$ cat src/rtl/neuron_pkg.sv
// Shared sizing, cfg-word field layout and FSM state type for the neuron layer sequencer.
package neuron_pkg;
  localparam int N_STAGE     = 3;
  localparam int N_INPUTS    = 2 ** N_STAGE;
  localparam int N_MEMBRANE  = N_STAGE + 2;
  localparam int N_THRESHOLD = N_MEMBRANE - 1;
  localparam int N_NEURONS   = 4;
  localparam int SHIFT_W     = 3;
  localparam int CFG_W       = N_INPUTS + N_THRESHOLD + SHIFT_W;
  localparam int ADDR_W      = (N_NEURONS > 1) ? $clog2(N_NEURONS) : 1;

  // cfg word layout: {weights, threshold, shift}, shift in the LSBs
  localparam int CFG_SHIFT_LSB = 0;
  localparam int CFG_THR_LSB   = SHIFT_W;
  localparam int CFG_WGT_LSB   = SHIFT_W + N_THRESHOLD;

  localparam logic [N_THRESHOLD-1:0] THRESHOLD_RST = '1;

  typedef enum logic [1:0] {
    IDLE = 2'd0,
    EVAL = 2'd1,
    DONE = 2'd2
  } state_t;
endpackage

$ cat src/rtl/neuron_cfg_regfile.sv
// Per-neuron weights/threshold/shift storage: one synchronous write port and one
// combinational read port. Writes to addresses >= N_NEURONS match no entry and are dropped.
module neuron_cfg_regfile
  import neuron_pkg::*;
(
  input  logic                   clk,
  input  logic                   reset,
  input  logic                   i_we,
  input  logic [ADDR_W-1:0]      i_waddr,
  input  logic [CFG_W-1:0]       i_wdata,
  input  logic [ADDR_W-1:0]      i_raddr,
  output logic [N_INPUTS-1:0]    o_weights,
  output logic [N_THRESHOLD-1:0] o_threshold,
  output logic [SHIFT_W-1:0]     o_shift
);
  logic [N_INPUTS-1:0]    r_weights   [N_NEURONS];
  logic [N_THRESHOLD-1:0] r_threshold [N_NEURONS];
  logic [SHIFT_W-1:0]     r_shift     [N_NEURONS];

  always_ff @(posedge clk) begin
    if (reset) begin
      for (int i = 0; i < N_NEURONS; i++) begin
        r_weights[i]   <= '0;
        r_threshold[i] <= THRESHOLD_RST;
        r_shift[i]     <= '0;
      end
    end else if (i_we) begin
      for (int i = 0; i < N_NEURONS; i++) begin
        if (i_waddr == ADDR_W'(i)) begin
          r_weights[i]   <= i_wdata[CFG_WGT_LSB +: N_INPUTS];
          r_threshold[i] <= i_wdata[CFG_THR_LSB +: N_THRESHOLD];
          r_shift[i]     <= i_wdata[CFG_SHIFT_LSB +: SHIFT_W];
        end
      end
    end
  end

  assign o_weights   = r_weights[i_raddr];
  assign o_threshold = r_threshold[i_raddr];
  assign o_shift     = r_shift[i_raddr];
endmodule

$ cat src/rtl/neuron_layer_sequencer.sv
// Time-multiplexes one external combinational neuron datapath over N_NEURONS neurons.
// Optional macro SPIKE_COUNTER_EN adds a saturating spike_count output.
// Handshakes: a transfer happens on a rising edge where valid && ready; valid never
// depends on ready, and out_valid/out_spikes hold steady until accepted.
module neuron_layer_sequencer
  import neuron_pkg::*;
(
  input  logic                   clk,
  input  logic                   reset,
  input  logic                   cfg_valid,
  output logic                   cfg_ready,
  input  logic [ADDR_W-1:0]      cfg_addr,
  input  logic [CFG_W-1:0]       cfg_data,
  input  logic                   clear,
  input  logic                   step_valid,
  output logic                   step_ready,
  input  logic [N_INPUTS-1:0]    step_inputs,
  output logic                   out_valid,
  input  logic                   out_ready,
  output logic [N_NEURONS-1:0]   out_spikes,
  output logic [1:0]             dbg_state,
  output logic [N_INPUTS-1:0]    nrn_inputs,
  output logic [N_INPUTS-1:0]    nrn_weights,
  output logic [SHIFT_W-1:0]     nrn_shift,
  output logic [N_THRESHOLD-1:0] nrn_threshold,
  output logic [N_MEMBRANE-1:0]  nrn_last_membrane,
  output logic                   nrn_was_spike,
  input  logic [N_MEMBRANE-1:0]  nrn_new_membrane,
  input  logic                   nrn_is_spike
`ifdef SPIKE_COUNTER_EN
  ,
  output logic [7:0]             spike_count
`endif
);
  state_t                r_state, w_next_state;
  logic [ADDR_W-1:0]     r_idx;
  logic [N_INPUTS-1:0]   r_inputs;
  logic [N_MEMBRANE-1:0] r_membrane [N_NEURONS];
  logic [N_NEURONS-1:0]  r_was_spike;
  logic [N_NEURONS-1:0]  r_out_spikes;
  logic                  r_out_valid;
  logic                  w_eval, w_last, w_cfg_we, w_step_acc;
  logic [ADDR_W-1:0]     w_rd_idx;

  assign w_eval     = (r_state == EVAL);
  assign w_last     = (r_idx == ADDR_W'(N_NEURONS - 1));
  assign cfg_ready  = (r_state == IDLE) && !clear;
  assign step_ready = cfg_ready && !cfg_valid;
  assign w_cfg_we   = cfg_valid && cfg_ready;
  assign w_step_acc = step_valid && step_ready;
  assign out_valid  = r_out_valid;
  assign out_spikes = r_out_spikes;
  assign dbg_state  = r_state;

  // Outside EVAL the datapath sees neuron 0 with zero inputs and its result is discarded.
  assign w_rd_idx          = w_eval ? r_idx : '0;
  assign nrn_inputs        = w_eval ? r_inputs : '0;
  assign nrn_last_membrane = r_membrane[w_rd_idx];
  assign nrn_was_spike     = r_was_spike[w_rd_idx];

  neuron_cfg_regfile u_cfg (
    .clk         (clk),
    .reset       (reset),
    .i_we        (w_cfg_we),
    .i_waddr     (cfg_addr),
    .i_wdata     (cfg_data),
    .i_raddr     (w_rd_idx),
    .o_weights   (nrn_weights),
    .o_threshold (nrn_threshold),
    .o_shift     (nrn_shift)
  );

  always_ff @(posedge clk) begin
    if (reset) r_state <= IDLE;
    else       r_state <= w_next_state;
  end

  always_comb begin
    w_next_state = r_state;
    unique case (r_state)
      IDLE:    if (w_step_acc) w_next_state = EVAL;
      EVAL:    if (w_last) w_next_state = DONE;
      DONE:    if (out_ready) w_next_state = IDLE;
      default: w_next_state = IDLE;
    endcase
  end

  always_ff @(posedge clk) begin
    if (reset) begin
      for (int i = 0; i < N_NEURONS; i++) r_membrane[i] <= '0;
      r_was_spike  <= '0;
      r_inputs     <= '0;
      r_idx        <= '0;
      r_out_spikes <= '0;
      r_out_valid  <= 1'b0;
    end else begin
      unique case (r_state)
        IDLE: begin
          if (clear) begin
            for (int i = 0; i < N_NEURONS; i++) r_membrane[i] <= '0;
            r_was_spike <= '0;
          end else if (w_step_acc) begin
            r_inputs <= step_inputs;
            r_idx    <= '0;
          end
        end
        EVAL: begin
          r_membrane[r_idx]   <= nrn_new_membrane;
          r_was_spike[r_idx]  <= nrn_is_spike;
          r_out_spikes[r_idx] <= nrn_is_spike;
          if (w_last) r_out_valid <= 1'b1;
          else        r_idx <= r_idx + 1'b1;
        end
        DONE: if (out_ready) r_out_valid <= 1'b0;
        default: ;
      endcase
    end
  end

`ifdef SPIKE_COUNTER_EN
  logic [7:0] r_spike_count;

  always_ff @(posedge clk) begin
    if (reset || (r_state == IDLE && clear)) r_spike_count <= '0;
    else if (w_eval && nrn_is_spike && r_spike_count != 8'hFF)
      r_spike_count <= r_spike_count + 8'd1;
  end

  assign spike_count = r_spike_count;
`endif
endmodule

$ cat config.mk
export PLATFORM = sky130hd
export DESIGN_NAME = neuron_layer_sequencer
export DESIGN_NICKNAME = d
export VERILOG_FILES = /design/src/rtl/neuron_pkg.sv /design/src/rtl/neuron_cfg_regfile.sv /design/src/rtl/neuron_layer_sequencer.sv
export SDC_FILE = /design/constraint.sdc
export NUM_CORES = 1
export LEC_CHECK = 0
export CAP_MARGIN = 20
export CORE_UTILIZATION = 45
export DETAILED_ROUTE_END_ITERATION = 12
export PLACE_DENSITY = 0.79
export SLEW_MARGIN = 20
export SYNTH_ARGS = -nofsm -noshare
export SYNTH_HDL_FRONTEND = slang
export SYNTH_SLANG_ARGS = --single-unit
$ cat constraint.sdc
create_clock -name clk -period 1.9 [get_ports clk]
set_clock_uncertainty 0.05 [all_clocks]
set_input_delay 0.19 -clock clk [delete_from_list [all_inputs] [get_ports clk]]
set_output_delay 0.19 -clock clk [all_outputs]
set_load 0.1 [all_outputs]
==> impl.org <==
** Synth
- In this run the biggest area consumer among cell types represents 52.37% of the synthesized area.
- Yosys printed 0 warnings.
- Gate Count Post-Synth :: 430
- The cell area that synthesis handed to floorplanning was 4587 sq um.
- Sequential cells were found to cover 61.54% of the synthesized design area.
- The number of nets handed over by synthesis was 471.
- In this run the mean area of a mapped cell was 10.67 sq um.
- Synthesis instantiated 30 different standard cells from the library.
- The synthesized design contains 101 register bits.
- Sorting the synthesized cells by area gives the leading types as sky130_fd_sc_hd__edfxtp_1, sky130_fd_sc_hd__dfxtp_1, sky130_fd_sc_hd__nand2_1.
- Largest area contributor in the netlist :: sky130_fd_sc_hd__edfxtp_1

** Min path
- In this run the worst hold path is classified as primary input to register.

** Timing
- Setup WS post-layout :: -0.2019 ns
- The routed design could run at a clock period as short as 2.102 ns.
- Slew Viols, Final :: 0
- Count of endpoints failing setup in the final report :: 33
- RSZ-0062 raised after global routing :: yes
- Achievable frequency :: 475.8 MHz
- At the pin with the least slew margin, the transition time is 0.6271 ns.
- Max-slew headroom :: 58.00%
- Hold violation total from the final report :: 0
- Final total negative setup slack :: -3.571 ns
- Final worst-path cycle share :: 110.6%

** Critical path
- Slowest Stage Delay on Critical Path :: 0.36 ns
- The critical path contains buffers and inverters numbering 4 combined.
- The worst setup path is of the register to output port kind.
- The largest individual stage delay along the critical path comes from the cell sky130_fd_sc_hd__dfxtp_4.
- Cells along the critical path :: nand3b_1 -> buf_6 -> buf_12 -> buf_12 -> a211oi_4 -> a31oi_4 -> buf_12
- Counting stages on the worst path, the most repeated cell is sky130_fd_sc_hd__buf_12.
- Launching element type of the critical path :: register
- Data on the critical path arrives at its endpoint at 1.86 ns.
- For the worst setup path, the data required time is 1.66 ns.
- The kind of cell with the highest combined delay along the critical path is buffers and inverters.
- Along the worst path, the maximum fanout reaches 11.
- Crit end category :: output port

** Final layout
- Top library cells by usage in the layout, fill and taps aside :: sky130_fd_sc_hd__edfxtp_1, sky130_fd_sc_hd__nand2_1, sky130_fd_sc_hd__nor2_1, sky130_fd_sc_hd__buf_4, sky130_fd_sc_hd__buf_12
- With fillers left out, the area of the finished cells amounts to 7043 sq um.
- Fraction of final layout cells sized beyond drive strength 1 :: 33.94%
- The layout has 649 filler cells.
- Number of antenna cells inserted :: 0
- Summing all multi-input logic gate instances after layout gives 2256 sq um.
- The finished layout holds 678 standard cells, fillers aside.
- Reg area :: 2830 sq um
- Leading cell type in the layout, fill and taps excluded :: sky130_fd_sc_hd__edfxtp_1
- For this run, the post-layout net count is 581.
- Area Overhead vs Synth :: 53.55%

** Floorplanning
- Placement Rows :: 36
- Area enclosed by the die boundary :: 10600 sq um
- The initial utilization of the core area, before any placement, comes to 46.71%.
- Chip height :: 103.0 microns
- Die width :: 103.0 microns
- The core region is 9819 sq um.
- Top-Level Pins :: 75

** Detailed routing
- After the first detailed-routing iteration, the DRC count stood at 270.
- Dividing the detail-routed via count by the number of cells gives 5.463.
- After detailed routing, the number of remaining DRC violations is 0.
- WL per Instance :: 17.97 microns
- Wires add up to 12180 microns.
- DR pass1 iterations :: 5
- Routed via count :: 3704
- Remaining number of nets flagged by the antenna check after routing :: 0

** Clock tree
- For this design, the sink count on the clock tree is 101.
- The H-tree was split into 3 levels.
- At the later pin of the worst-skew pair, clock insertion delay measures 0.36 ns.
- Number of hold buffers added after CTS :: 0
- TritonCTS clock tree :: built
- Clock buffers created by TritonCTS :: 9
- Clock-pin slew was measured on the worst setup and hold paths at 0.09 ns.
- Clock Tree Root :: sky130_fd_sc_hd__clkbuf_8
- Max Buffers Root-to-Sink :: 2

** Global routing
- Vias in the first global route :: 3768
- All-layer global routing usage :: 24.41%
- Busiest grt layer :: met2
- In the global route stage, met1 resource usage came out at 30.63%.
- Met2 usage :: 41.08%
- Largest net degree at the start of global routing :: 32
- The number of antenna violations at the first check in global routing was 0.
- Met3 layer usage reported by global route :: 4.678%
- Gr ovfl total :: 0
- Wire length of the first global-routing pass :: 18940 microns

** Power and ir drop
- Peak VDD IR :: 0.3150 mV
- Lkg Pwr :: 2.504 nW
- Power spread over the standard cell area amounts to 647.2 nW/um^2.
- Total power after layout :: 4.558 mW

** Run status
- Failing checks :: negative setup slack
- The flow ran to the end, but the final reports show violations.

** Placed design
- Global placement routability congestion :: 0.8138
- Input and output buffers added on the ports amount to 74.
- DP Cell Count :: 647
- HPWL Detailed :: 7942 microns
- After detailed placement, the total cell area comes to 6451 sq um.

** Run
- Maxcap violations :: 0
-- metal layers --
metal | vias to the layer above | share of wire, % | wire [microns]
met5 | - | 0 | 0
met4 | 0 | 2.0 | 240
met3 | 17 | 5.9 | 722
met2 | 162 | 52 | 6285
met1 | 1773 | 41 | 4936
li1 | 1752 | - | -
-- registers in the layout, summed over array words and instances (netlist names) --
name and cells:
u_cfg.r_weights 32, r_membrane 20, u_cfg.r_threshold 16, u_cfg.r_shift 12, r_inputs 8, out_spikes 4
r_was_spike 4, dbg_state 2, r_idx 2, out_valid 1
-- final cells by class --
type | count | share of cell area [%]
timing repair buffer | 128 | 22.70
clock buffer | 9 | 1.759
tap | 133 | 2.363
multi-input combinational | 296 | 32.03
sequential | 101 | 40.18
clock inverter | 7 | 0.7106
inverter | 4 | 0.2487
-- worst min-delay path, stage by stage --
cell and delay (ns):
sky130_fd_sc_hd__clkdlybuf4s50_1 0.40, sky130_fd_sc_hd__nand3_1 0.07, sky130_fd_sc_hd__a21oi_1 0.05
-- metrics by stage --
step	worst slack [ns]	hold slack (ns)	utilization [%]
floorplan	-0.1978	0.2876	-
global placement	-0.3023	0.3991	65.70
detailed placement	-0.3444	0.4044	65.70
CTS	-0.1848	0.3234	70.60
global route	-0.2340	0.3358	71.73
finish	-0.2019	0.3279	71.73
-- worst paths after layout --
| path | start | to | slack [ns] | cells past startpoint |
|---|---|---|---|---|
| max | dbg_state[1]$_SDFFE_PP0P_ | nrn_threshold[3] | -0.20 | 7 |
| min | step_inputs[4] | r_inputs[4]$_SDFFE_PP0P_ | 0.33 | 3 |
| max reg2reg | dbg_state[1]$_SDFFE_PP0P_ | u_cfg.r_threshold[0][3]$_SDFFCE_PN1P_ | -0.05 | 4 |
| min reg2reg | out_spikes[1]$_SDFFE_PP0P_ | out_spikes[1]$_SDFFE_PP0P_ | 0.42 | 2 |
-- kinds of logic (layout without fill, tap and decap cells) --
family | Yosys count | after routing | share of synthesized area, %
flops | 101 | 101 | 61.54
compound gates | 76 | 76 | 10.37
fa+ha+maj | 4 | 4 | 1.091
simple gates | 216 | 216 | 24.28
buf+inv | 33 | 148 | 2.728
-- timing repair --
action	4_1_cts	5_1_grt
endpoints found under the setup margin	50	91
endpoints found under the hold margin	0	0
resized for setup	43	25
cloned	1	0
buffers inserted	8	8
pin swaps	7	8
-- cell usage after synthesis (all sizes together) --
cell type / instances
nor3: 1
inv: 4
nor2: 47
o22ai: 4
and3b: 1
or4: 1
a2bb2oi: 1
nand3b: 9
or3b: 2
o21ai: 8
and2: 29
ha: 4
nand2b: 18
or3: 16
buf: 1
clkbuf: 28
and3: 20
a31oi: 21
nor2b: 2
a211oi: 21
o211ai: 2
a21o: 1
nand3: 13
a21oi: 18
edfxtp: 80
dfxtp: 21
nor4b: 1
nand2: 56
-- power breakdown --
part	leakage, nW	total [mW]	internal (mW)	switching, mW
logic	1.45	0.818	0.326	0.492
clock network	0.0873	1.24	0.483	0.758
registers	0.969	2.50	2.46	0.0376
total	2.50	4.56	3.27	1.29
(Power assumes the default switching activity.)
